[config.mk]
export PLATFORM = sky130hd
export DESIGN_NAME = aq_gemac_tx_arb_flat
export DESIGN_NICKNAME = d
export VERILOG_FILES = /design/src/rtl/aq_gemac_tx_arb_if.sv /design/src/rtl/aq_gemac_tx_arb.sv /design/src/flat_wrapper.sv
export SDC_FILE = /design/constraint.sdc
export NUM_CORES = 1
export LEC_CHECK = 0
export ABC_AREA = 1
export CAP_MARGIN = 0
export CORE_MARGIN = 4
export CORE_UTILIZATION = 41
export DETAILED_ROUTE_END_ITERATION = 8
export GPL_ROUTABILITY_DRIVEN = 0
export HOLD_SLACK_MARGIN = 0.08
export PLACE_DENSITY = 0.85
export SLEW_MARGIN = 20
export SYNTH_ARGS = -nofsm -noshare
export SYNTH_HDL_FRONTEND = slang
export SYNTH_SLANG_ARGS = --single-unit
[constraint.sdc]
create_clock -name buff_clk_i -period 3.5 [get_ports buff_clk_i]
set_input_delay 0.525 -clock buff_clk_i [delete_from_list [all_inputs] [get_ports buff_clk_i]]
set_output_delay 0.525 -clock buff_clk_i [all_outputs]
set_load 0.01 [all_outputs]
[src/rtl/aq_gemac_tx_arb_if.sv]
// rtl/aq_gemac_tx_arb_if.sv - requester, buffer and status signals of the TX buffer write arbiter
interface aq_gemac_tx_arb_if #(
  parameter int EMAC_TX_DEPTH = 10
);
  logic                     a_req_i;
  logic [EMAC_TX_DEPTH-1:0] a_len_i;
  logic                     a_valid_i;
  logic [31:0]              a_data_i;
  logic                     a_ready_o;
  logic                     a_gnt_o;
  logic                     a_done_o;

  logic                     b_req_i;
  logic [EMAC_TX_DEPTH-1:0] b_len_i;
  logic                     b_valid_i;
  logic [31:0]              b_data_i;
  logic                     b_ready_o;
  logic                     b_gnt_o;
  logic                     b_done_o;

  logic                     buff_we_o;
  logic                     buff_start_o;
  logic                     buff_end_o;
  logic [31:0]              buff_data_o;
  logic                     buff_ready_i;
  logic                     buff_full_i;
  logic [EMAC_TX_DEPTH-1:0] buff_space_i;
  logic                     arb_busy_o;

  modport slave (
    input  a_req_i, a_len_i, a_valid_i, a_data_i,
    input  b_req_i, b_len_i, b_valid_i, b_data_i,
    input  buff_ready_i, buff_full_i, buff_space_i,
    output a_ready_o, a_gnt_o, a_done_o,
    output b_ready_o, b_gnt_o, b_done_o,
    output buff_we_o, buff_start_o, buff_end_o, buff_data_o, arb_busy_o
  );

  modport master (
    output a_req_i, a_len_i, a_valid_i, a_data_i,
    output b_req_i, b_len_i, b_valid_i, b_data_i,
    output buff_ready_i, buff_full_i, buff_space_i,
    input  a_ready_o, a_gnt_o, a_done_o,
    input  b_ready_o, b_gnt_o, b_done_o,
    input  buff_we_o, buff_start_o, buff_end_o, buff_data_o, arb_busy_o
  );
endinterface

[src/rtl/aq_gemac_tx_arb.sv]
// rtl/aq_gemac_tx_arb.sv - frame-level round-robin arbiter for the two-requester MAC TX buffer write port
module aq_gemac_tx_arb #(
  parameter int EMAC_TX_DEPTH = 10,
  parameter int MARGIN        = 4
) (
  input  logic              buff_clk_i,
  input  logic              rst_n_i,
  aq_gemac_tx_arb_if.slave  bus
);
  localparam int W = EMAC_TX_DEPTH;

  localparam logic [1:0] S_IDLE = 2'd0;
  localparam logic [1:0] S_XFER = 2'd1;
  localparam logic [1:0] S_DONE = 2'd2;

  localparam logic SEL_A = 1'b0;
  localparam logic SEL_B = 1'b1;

  logic [1:0]  state_q, state_d;
  logic        sel_q, sel_d;
  logic        last_q, last_d;
  logic [W-1:0] cnt_q, cnt_d;
  logic [W-1:0] len_q, len_d;
  logic        dcnt_q, dcnt_d;
  logic        a_gnt_q, a_gnt_d, b_gnt_q, b_gnt_d;
  logic        a_done_q, a_done_d, b_done_q, b_done_d;
  logic        we_q, we_d, start_q, start_d, end_q, end_d;
  logic [31:0] data_q, data_d;

  logic         a_elig, b_elig, pick;
  logic [W-1:0] pick_len;
  logic [W:0]   need;
  logic         admit, accept, is_last;
  logic [31:0]  cur_data;

  assign a_elig   = bus.a_req_i && (bus.a_len_i != '0);
  assign b_elig   = bus.b_req_i && (bus.b_len_i != '0);
  // With both eligible the one not served last wins; otherwise the lone eligible one.
  assign pick     = (a_elig && b_elig) ? ~last_q : b_elig;
  assign pick_len = (pick == SEL_B) ? bus.b_len_i : bus.a_len_i;
  assign need     = {1'b0, pick_len} + (W+1)'(MARGIN);
  assign admit    = (a_elig || b_elig) && bus.buff_ready_i && !bus.buff_full_i &&
                    ({1'b0, bus.buff_space_i} >= need);

  assign bus.a_ready_o = a_gnt_q && (state_q == S_XFER) && !bus.buff_full_i;
  assign bus.b_ready_o = b_gnt_q && (state_q == S_XFER) && !bus.buff_full_i;

  assign accept   = (sel_q == SEL_B) ? (bus.b_ready_o && bus.b_valid_i)
                                     : (bus.a_ready_o && bus.a_valid_i);
  assign cur_data = (sel_q == SEL_B) ? bus.b_data_i : bus.a_data_i;
  assign is_last  = (cnt_q == len_q - 1'b1);

  always_comb begin
    state_d  = state_q;
    sel_d    = sel_q;
    last_d   = last_q;
    cnt_d    = cnt_q;
    len_d    = len_q;
    dcnt_d   = dcnt_q;
    a_gnt_d  = a_gnt_q;
    b_gnt_d  = b_gnt_q;
    a_done_d = 1'b0;
    b_done_d = 1'b0;
    we_d     = 1'b0;
    start_d  = 1'b0;
    end_d    = 1'b0;
    data_d   = data_q;
    case (state_q)
      S_IDLE: begin
        if (admit) begin
          sel_d   = pick;
          last_d  = pick;
          len_d   = pick_len;
          cnt_d   = '0;
          a_gnt_d = (pick == SEL_A);
          b_gnt_d = (pick == SEL_B);
          state_d = S_XFER;
        end
      end
      S_XFER: begin
        if (accept) begin
          we_d    = 1'b1;
          data_d  = cur_data;
          start_d = (cnt_q == '0);
          end_d   = is_last;
          cnt_d   = cnt_q + 1'b1;
          if (is_last) begin
            a_gnt_d  = 1'b0;
            b_gnt_d  = 1'b0;
            a_done_d = (sel_q == SEL_A);
            b_done_d = (sel_q == SEL_B);
            dcnt_d   = 1'b0;
            state_d  = S_DONE;
          end
        end
      end
      S_DONE: begin
        // Two cycles so the buffer can drop READY and refresh SPACE before re-admission.
        if (dcnt_q) state_d = S_IDLE;
        else        dcnt_d  = 1'b1;
      end
      default: state_d = S_IDLE;
    endcase
  end

  always_ff @(posedge buff_clk_i or negedge rst_n_i) begin
    if (!rst_n_i) begin
      state_q  <= S_IDLE;
      sel_q    <= SEL_A;
      last_q   <= SEL_B;
      cnt_q    <= '0;
      len_q    <= '0;
      dcnt_q   <= 1'b0;
      a_gnt_q  <= 1'b0;
      b_gnt_q  <= 1'b0;
      a_done_q <= 1'b0;
      b_done_q <= 1'b0;
      we_q     <= 1'b0;
      start_q  <= 1'b0;
      end_q    <= 1'b0;
      data_q   <= '0;
    end else begin
      state_q  <= state_d;
      sel_q    <= sel_d;
      last_q   <= last_d;
      cnt_q    <= cnt_d;
      len_q    <= len_d;
      dcnt_q   <= dcnt_d;
      a_gnt_q  <= a_gnt_d;
      b_gnt_q  <= b_gnt_d;
      a_done_q <= a_done_d;
      b_done_q <= b_done_d;
      we_q     <= we_d;
      start_q  <= start_d;
      end_q    <= end_d;
      data_q   <= data_d;
    end
  end

  assign bus.a_gnt_o      = a_gnt_q;
  assign bus.b_gnt_o      = b_gnt_q;
  assign bus.a_done_o     = a_done_q;
  assign bus.b_done_o     = b_done_q;
  assign bus.buff_we_o    = we_q;
  assign bus.buff_start_o = start_q;
  assign bus.buff_end_o   = end_q;
  assign bus.buff_data_o  = data_q;
  assign bus.arb_busy_o   = (state_q != S_IDLE);
endmodule

[src/flat_wrapper.sv]
// flat-port wrapper written by rule: the top's interface ports become plain ports
module aq_gemac_tx_arb_flat 
#(
  parameter int EMAC_TX_DEPTH = 10,
  parameter int MARGIN        = 4
)
  (buff_clk_i, rst_n_i, bus_a_req_i, bus_a_len_i, bus_a_valid_i, bus_a_data_i, bus_b_req_i, bus_b_len_i, bus_b_valid_i, bus_b_data_i, bus_buff_ready_i, bus_buff_full_i, bus_buff_space_i, bus_a_ready_o, bus_a_gnt_o, bus_a_done_o, bus_b_ready_o, bus_b_gnt_o, bus_b_done_o, bus_buff_we_o, bus_buff_start_o, bus_buff_end_o, bus_buff_data_o, bus_arb_busy_o);
  aq_gemac_tx_arb_if #(.EMAC_TX_DEPTH(EMAC_TX_DEPTH)) bus_i ();
  input  logic buff_clk_i;
  input  logic rst_n_i;
  input wire logic [$bits(bus_i.a_req_i)-1:0] bus_a_req_i;
  input wire logic [$bits(bus_i.a_len_i)-1:0] bus_a_len_i;
  input wire logic [$bits(bus_i.a_valid_i)-1:0] bus_a_valid_i;
  input wire logic [$bits(bus_i.a_data_i)-1:0] bus_a_data_i;
  input wire logic [$bits(bus_i.b_req_i)-1:0] bus_b_req_i;
  input wire logic [$bits(bus_i.b_len_i)-1:0] bus_b_len_i;
  input wire logic [$bits(bus_i.b_valid_i)-1:0] bus_b_valid_i;
  input wire logic [$bits(bus_i.b_data_i)-1:0] bus_b_data_i;
  input wire logic [$bits(bus_i.buff_ready_i)-1:0] bus_buff_ready_i;
  input wire logic [$bits(bus_i.buff_full_i)-1:0] bus_buff_full_i;
  input wire logic [$bits(bus_i.buff_space_i)-1:0] bus_buff_space_i;
  output wire logic [$bits(bus_i.a_ready_o)-1:0] bus_a_ready_o;
  output wire logic [$bits(bus_i.a_gnt_o)-1:0] bus_a_gnt_o;
  output wire logic [$bits(bus_i.a_done_o)-1:0] bus_a_done_o;
  output wire logic [$bits(bus_i.b_ready_o)-1:0] bus_b_ready_o;
  output wire logic [$bits(bus_i.b_gnt_o)-1:0] bus_b_gnt_o;
  output wire logic [$bits(bus_i.b_done_o)-1:0] bus_b_done_o;
  output wire logic [$bits(bus_i.buff_we_o)-1:0] bus_buff_we_o;
  output wire logic [$bits(bus_i.buff_start_o)-1:0] bus_buff_start_o;
  output wire logic [$bits(bus_i.buff_end_o)-1:0] bus_buff_end_o;
  output wire logic [$bits(bus_i.buff_data_o)-1:0] bus_buff_data_o;
  output wire logic [$bits(bus_i.arb_busy_o)-1:0] bus_arb_busy_o;
  assign bus_i.a_req_i = bus_a_req_i;
  assign bus_i.a_len_i = bus_a_len_i;
  assign bus_i.a_valid_i = bus_a_valid_i;
  assign bus_i.a_data_i = bus_a_data_i;
  assign bus_i.b_req_i = bus_b_req_i;
  assign bus_i.b_len_i = bus_b_len_i;
  assign bus_i.b_valid_i = bus_b_valid_i;
  assign bus_i.b_data_i = bus_b_data_i;
  assign bus_i.buff_ready_i = bus_buff_ready_i;
  assign bus_i.buff_full_i = bus_buff_full_i;
  assign bus_i.buff_space_i = bus_buff_space_i;
  assign bus_a_ready_o = bus_i.a_ready_o;
  assign bus_a_gnt_o = bus_i.a_gnt_o;
  assign bus_a_done_o = bus_i.a_done_o;
  assign bus_b_ready_o = bus_i.b_ready_o;
  assign bus_b_gnt_o = bus_i.b_gnt_o;
  assign bus_b_done_o = bus_i.b_done_o;
  assign bus_buff_we_o = bus_i.buff_we_o;
  assign bus_buff_start_o = bus_i.buff_start_o;
  assign bus_buff_end_o = bus_i.buff_end_o;
  assign bus_buff_data_o = bus_i.buff_data_o;
  assign bus_arb_busy_o = bus_i.arb_busy_o;
  aq_gemac_tx_arb #(.EMAC_TX_DEPTH(EMAC_TX_DEPTH), .MARGIN(MARGIN)) u_core (.buff_clk_i(buff_clk_i), .rst_n_i(rst_n_i), .bus(bus_i));
endmodule
==> results of run 1 <==
## flip-flops by register name (all words and copies together), names as in the netlist, 2 cells and up
signal	flops
u_core.cnt_q	10
u_core.bus.buff_data_o	32
u_core.len_q	10
u_core.state_q	2
## kinds of logic after synthesis
kind of cell | synth area share
AND/OR/NAND/NOR | 0.348
buffers and inverters | 0.0760
flip-flops | 0.402
AO/OA/AOI/OAI | 0.0892
XOR/XNOR | 0.0377
adder cells (fa/ha/maj) | 0.0440
multiplexers | 0.00251
## path summary, 6_finish.rpt
path	startpoint	endpoint	slack [ns]	cells past startpoint
min reg2reg	u_core.dcnt_q	u_core.state_q[1]	0.49	1
max in group asynchronous	rst_n_i	u_core.last_q	2.39	2
min in group buff_clk_i	u_core.dcnt_q	u_core.state_q[1]	0.49	1
min	rst_n_i	u_core.bus.buff_data_o[1]	0.28	1
max	bus_a_len_i[8]	u_core.cnt_q[3]	0.04	27
max reg2reg	u_core.last_q	u_core.cnt_q[3]	0.16	23
## synth_stat cells (4+ instances only)
cell      number  area (um^2)
a21oi_1        8         40.0
a31oi_1       32          200
buf_2          6         30.0
clkbuf_1       6         22.5
dfrtp_1       63         1580
ha_1          14          175
inv_1         43          161
nand2_1      156          586
nand2_2        6         37.5
nand2_4        4         45.0
nand3_1       29          145
nand3_2        8         80.1
nand4_1        6         37.5
nor2_1        60          225
nor2_2         4         25.0
nor3_1         9         45.0
nor4_1         4         25.0
o21ai_0        5         25.0
o21ai_1        6         30.0
o21ai_2        5         43.8
xor2_1         9         78.8
## stage by stage
step,TNS (ns),worst slack [ns],util,cell area [um^2],std cells
global route,-1.43,-0.112,0.671,6250,845
floorplan,-0.802,-0.0507,-,4030,519
detailed placement,-13.20,-0.656,0.619,5780,810
finish,0,0.0444,0.671,6250,845
CTS,0,0.0217,0.666,6210,841
global placement,-9.84,-0.458,0.619,5780,810
## power groups by stage
stage	registers [W]	clock network [W]	logic, W
after detailed placement	0.00126	0	0.00200
after global routing	0.00129	0.000851	0.00232
final	0.00125	0.000805	0.00211
after floorplan	0.00132	0	0.00104
after global placement	0.00124	0	0.00193
after CTS	0.00125	0.000811	0.00205
## worst max-delay path, stage by stage
cell and delay (ns):
clkdlybuf4s15_1 0.19, nor2_1 0.05, and2_1 0.16, nand2_2 0.10, nand3_4 0.10, nand2_4 0.12, inv_4 0.03, or2_1 0.23
o21ai_2 0.11, buf_4 0.15, buf_4 0.12, nor2_4 0.05, buf_4 0.14, xor2_1 0.14, ha_1 0.29, nand2_2 0.08
o21bai_1 0.17, nand4_1 0.08, nand2_1 0.07, nand2_2 0.08, nand2_2 0.06, a21oi_4 0.14, buf_12 0.15, buf_8 0.13
nand2_8 0.09, nand3_2 0.07, nand2_1 0.06
## routing by layer
layer / GRT usage / part of all wire / up-vias
li1: - / - / 2083
met1: 0.248 / 0.37 / 2051
met2: 0.426 / 0.53 / 162
met3: 0.0409 / 0.062 / 35
met4: 0.0941 / 0.030 / 0
met5: 0 / 0 / -
## what timing repair did
| item | 4_1_cts | 5_1_grt |
|---|---|---|
| pin swaps | 27 | 35 |
| hold buffers | 0 | 0 |
| setup buffers | 12 | 4 |
| setup endpoints to repair | 25 | 25 |
| resized for setup | 34 | 52 |
| gates cloned | 3 | 0 |
## area by class of cell
cell class                      count  area (um^2)  share of cell area
Clock inverter                      6          115              0.0184
Inverter                           47          179              0.0286
Clock buffer                       10          138              0.0220
Tap cell                          129          161              0.0258
Sequential cell                    64         1600               0.256
Multi-Input combinational cell    392         2270               0.363
Timing Repair Buffer              197         1790               0.286
==> results by group, run 1 <==
Job
  • MaxCap Viol Count: 0

Power and ir drop
  • Logic pwr share: 0.507
  • Pleak: 2.97 nW
  • Pwr/cell area: 667 mW/mm^2
  • Power Internal: 0.00254 W
  • Clk pwr share: 0.193
  • Sequential power share: 0.301
  • Sw Pwr: 0.00163 W
  • Worst VDD drop: 368 uV
  • Net Sw Frac: 0.391
  • Tot Pwr: 0.00417 W

Logic synthesis
  • Syn Std Cell Area: 0.00398 mm^2
  • Ys flop type: dfrtp_1
  • Mean area per synthesized cell: 7.68 um^2
  • Asr flop ratio synth: 1.00
  • Seq/Total Area, Yosys: 0.402
  • Yosys warnings: 0
  • Post-Syn Instances: 519
  • Yosys cell types: 40
  • Post-synth EDFFs: 0
  • Synthesized net count: 635
  • FF+latch count, synth: 64

Drt
  • Wire per inst: 16.1 um
  • Routed WL: 13.6 mm
  • DRC Markers: 0
  • Routed vias/inst: 5.13
  • DR iter-0 viols: 283
  • Via count: 4331
  • Post-route ant nets: 0
  • Drt pass-1 iters: 5

Min path
  • Hold Path Class: in -> async

STA
  • Final Skew: 0.0164 ns
  • F_max: 289 MHz
  • Fin. max-slew vios: 0
  • Final Hold Viols: 0
  • Final period util: 0.987
  • Hold slack: 0.275 ns
  • Setup Viol. Count Final: 0
  • Worst-margin pin slew: 0.973 ns
  • Tmin final: 3.46 ns
  • Relative slew slack: 0.347

Global route
  • Total grt overflow: 0
  • Initial antenna violation count: 0
  • First-pass GRT wire length: 20.5 mm
  • Largest net degree at the start of global routing: 68
  • Vias in the first global route: 4354
  • GRT Overall Usage: 0.226

Clock tree
  • Clk slew on worst S/H paths: 0.08 ns
  • Root buf cell: clkbuf_8
  • Max Buffers Root-to-Sink: 2
  • Skew-Pair Late Insertion Delay: 0.35 ns
  • # clock sinks: 64
  • CTS tree: yes
  • CTS H-tree depth: 3
  • Num CTS Buffers: 9

Worst setup path
  • Arrival time worst endpoint: 3.69 ns
  • Crit path kind: in -> reg
  • Crit end category: register
  • CP startpoint kind: input pin
  • Max FO, Critical Path: 8
  • Worst Path Required: 3.74 ns

Finish
  • Share of cells above drive strength 1: 0.215
  • Commonest cells after routing, fill and taps aside: nand2_1, clkdlybuf4s50_1, dfrtp_1
  • Synth-to-layout area growth: 57.0%
  • Commonest non-fill, non-tap cell in the layout: nand2_1
  • # diodes: 0
  • Fin nets: 827
  • Layout filler cell count: 749

Floorplanning
  • Std cell rows: 35
  • Chip width: 107 um
  • CORE AREA: 0.00933 mm^2
  • I/O pins: 144
  • Initial core utilization: 0.427
  • Die Y: 107 um
  • DIE AREA: 0.0114 mm^2

Placed design
  • Port Buffers: 143
  • Final HPWL DP: 9.41 mm

Outcome
  • Status: finished, final reports clean
No activity file was read; power rests on OpenSTA's default activity.
==> run 2: changes to the inputs <==
--- a/config.mk
+++ b/config.mk
@@ -11,6 +11,7 @@
 export CORE_UTILIZATION = 41
 export DETAILED_ROUTE_END_ITERATION = 8
 export GPL_ROUTABILITY_DRIVEN = 0
+export GPL_TIMING_DRIVEN = 0
 export HOLD_SLACK_MARGIN = 0.08
 export PLACE_DENSITY = 0.85
 export SLEW_MARGIN = 20
==> constraint.sdc (replaced) <==
create_clock -name buff_clk_i -period 3.5 [get_ports buff_clk_i]
set_input_delay 0.525 -clock buff_clk_i [delete_from_list [all_inputs] [get_ports buff_clk_i]]
set_output_delay 0.525 -clock buff_clk_i [all_outputs]
set_load 0.02 [all_outputs]
==> run 2 against run 1 <==
Compared with the run above:
- clock-buffer cell count down 1
- critical path depth rose by 1
- sequential share of layout area grew 0.072 points
- the flow now finishes with violations (negative setup slack)
- sequential power barely moved
- flip-flop and latch count is the same
- clock power fell by 12%
- wire length decreased by 2.0%
- cell area fell by 0.28%
- final cell count is 0.71% lower
==> results by group, run 2 (synthesis results as in run 1) <==
Min path
  • Min-delay src: u_core.last_q
  • Hold Path Class: reg -> reg
  • Worst Hold End: u_core.last_q
  • Worst hold stages: 2

Global route
  • Total grt overflow: 0
  • GRT Overall Usage: 0.220
  • Initial antenna violation count: 0
  • Vias in the first global route: 4182
  • Largest net degree at the start of global routing: 43
  • First-pass GRT wire length: 20.1 mm

Worst setup path
  • CP startpoint kind: input pin
  • R2r startpoint: u_core.last_q
  • Worst Path Required: 3.72 ns
  • FF-to-FF path depth: 25
  • Crit path kind: in -> reg
  • Reg2reg end: u_core.len_q[1]
  • Crit end category: register
  • Max FO, Critical Path: 5
  • Flop2flop setup slack: -0.06 ns
  • Arrival time worst endpoint: 3.83 ns

STA
  • Final Skew: 0.0127 ns
  • Setup TNS: -0.866 ns
  • RSZ-0062 raised after global routing: yes
  • Worst-margin pin slew: 0.581 ns
  • Setup Viol. Count Final: 23
  • Fin. max-slew vios: 0
  • Final period util: 1.03
  • Final Hold Viols: 0
  • F_max: 277 MHz
  • Final worst slack: -0.116 ns
  • Tmin final: 3.62 ns
  • Relative slew slack: 0.613
  • Hold slack: 0.494 ns

Clock tree
  • Root buf cell: clkbuf_8
  • Num CTS Buffers: 9
  • Skew-Pair Late Insertion Delay: 0.36 ns
  • CTS H-tree depth: 3
  • Max Buffers Root-to-Sink: 2
  • # clock sinks: 64
  • Clk slew on worst S/H paths: 0.07 ns
  • CTS tree: yes

Drt
  • Met3 WL: 796 um
  • Via count: 4297
  • DRC Markers: 0
  • Routed WL: 13.3 mm
  • Wire per inst: 15.9 um
  • DR iter-0 viols: 297
  • Top sig layer: met4
  • Post-route ant nets: 0
  • Drt pass-1 iters: 5
  • Met2 WL: 6.94 mm
  • Routed vias/inst: 5.12
  • WL met1: 5.15 mm

Finish
  • Fin nets: 821
  • Commonest cells after routing, fill and taps aside: nand2_1, clkdlybuf4s50_1, dfrtp_1
  • Share of cells above drive strength 1: 0.221
  • Synth-to-layout area growth: 56.6%
  • Commonest non-fill, non-tap cell in the layout: nand2_1
  • # diodes: 0
  • Max reg flops: 32

Power and ir drop
  • Worst VDD drop: 380 uV
  • Logic pwr share: 0.542
  • Net Sw Frac: 0.427
  • Pwr/cell area: 692 mW/mm^2
  • Sequential power share: 0.294
  • Clk pwr share: 0.164
  • Sw Pwr: 0.00184 W
  • Power Internal: 0.00247 W
  • Pleak: 2.91 nW

Floorplanning
  • CORE AREA: 0.00933 mm^2
  • I/O pins: 144
  • Chip width: 107 um
  • Initial core utilization: 0.427
  • Std cell rows: 35
  • DIE AREA: 0.0114 mm^2
  • Die Y: 107 um

Placed design
  • Port Buffers: 143
  • Final HPWL DP: 9.44 mm

Job
  • MaxCap Viol Count: 0

Outcome
  • Status: finished with violations
  • Failing checks: negative setup slack
[run 2: cell types whose count changed in the layout (fill, tap and decap cells not counted), moves of 7 or more]
cell and delta:
clkbuf_2 -11, buf_4 -28, nand2_1 -10, nand2_2 +7
buf_2 +17
[run 2: what timing repair did]
| action | in CTS | in global routing |
|---|---|---|
| setup buffers | 20 | 7 |
| cloned | 2 | 2 |
| endpoints found under the hold margin | 22 | 0 |
| endpoints found under the setup margin | 25 | 25 |
| gates resized for setup | 90 | 39 |
| pin swaps | 34 | 34 |
| hold buffers | 1 | 0 |
[run 2: layout make-up]
cell class	count	area, um^2
sequential	64	1600
tap	129	161
timing repair buffer	174	1660
multi-input combinational	390	2280
clock inverter	7	95.1
fill	707	3090
buffer	19	130
clock buffer	9	124
inverter	47	181
[run 2: per-stage QoR]
step / cells / instance area (um^2) / utilization / power [W] / setup WS [ns]
global route: 839 / 6240 / 0.669 / 0.00460 / -0.236
finish: 839 / 6240 / 0.669 / 0.00431 / -0.116
floorplan: 519 / 4030 / - / 0.00253 / -0.0507
global placement: 791 / 5620 / 0.603 / 0.00333 / -0.799
detailed placement: 792 / 5640 / 0.604 / 0.00342 / -0.914
CTS: 830 / 6050 / 0.648 / 0.00420 / -0.0233
[run 2: worst max-delay path by stage]
stage          depth (start not counted)               to           start
2_1_floorplan                         28  u_core.len_q[6]  bus_a_len_i[1]
4_1_cts                               29  u_core.len_q[5]  bus_a_len_i[0]
3_5_place_dp                          29  u_core.len_q[6]  bus_a_len_i[1]
5_1_grt                               29  u_core.len_q[1]  bus_a_len_i[1]
6_report                              28  u_core.len_q[1]  bus_a_len_i[1]
3_3_place_gp                          29     u_core.sel_q  bus_a_len_i[1]
[run 2: metal layers]
layer  track usage  up-vias
li1              -     2062
met1         0.271     2033
met2         0.379      168
met3        0.0506       34
met4        0.0731        0
met5             0        -
[run 2: power by group through the flow]
stage	clock network (W)	registers, W	logic [W]
floorplan	0	0.00147	0.00105
global placement	0	0.00124	0.00209
detailed placement	0	0.00126	0.00216
CTS	0.000709	0.00125	0.00224
global route	0.000750	0.00130	0.00255
finish	0.000706	0.00127	0.00234
[run 2: worst max-delay path, stage by stage]
cell and delay [ns]:
buf_6 0.09, or2_4 0.25, nor2_4 0.11, nand2_2 0.07, nand3_4 0.07, nand2_4 0.06, buf_12 0.13, buf_6 0.12
o21ai_4 0.16, inv_2 0.08, ha_4 0.18, nand3_4 0.07, nor2_4 0.05, buf_6 0.13, xor2_2 0.14, ha_1 0.31
nand2_2 0.08, nor2_1 0.10, nand2_1 0.06, nand4_1 0.09, nand2_1 0.07, nand2_2 0.08, nand2_2 0.07, a21oi_4 0.28
nand2_8 0.13, buf_6 0.15, nand2_1 0.09, o21ai_1 0.08
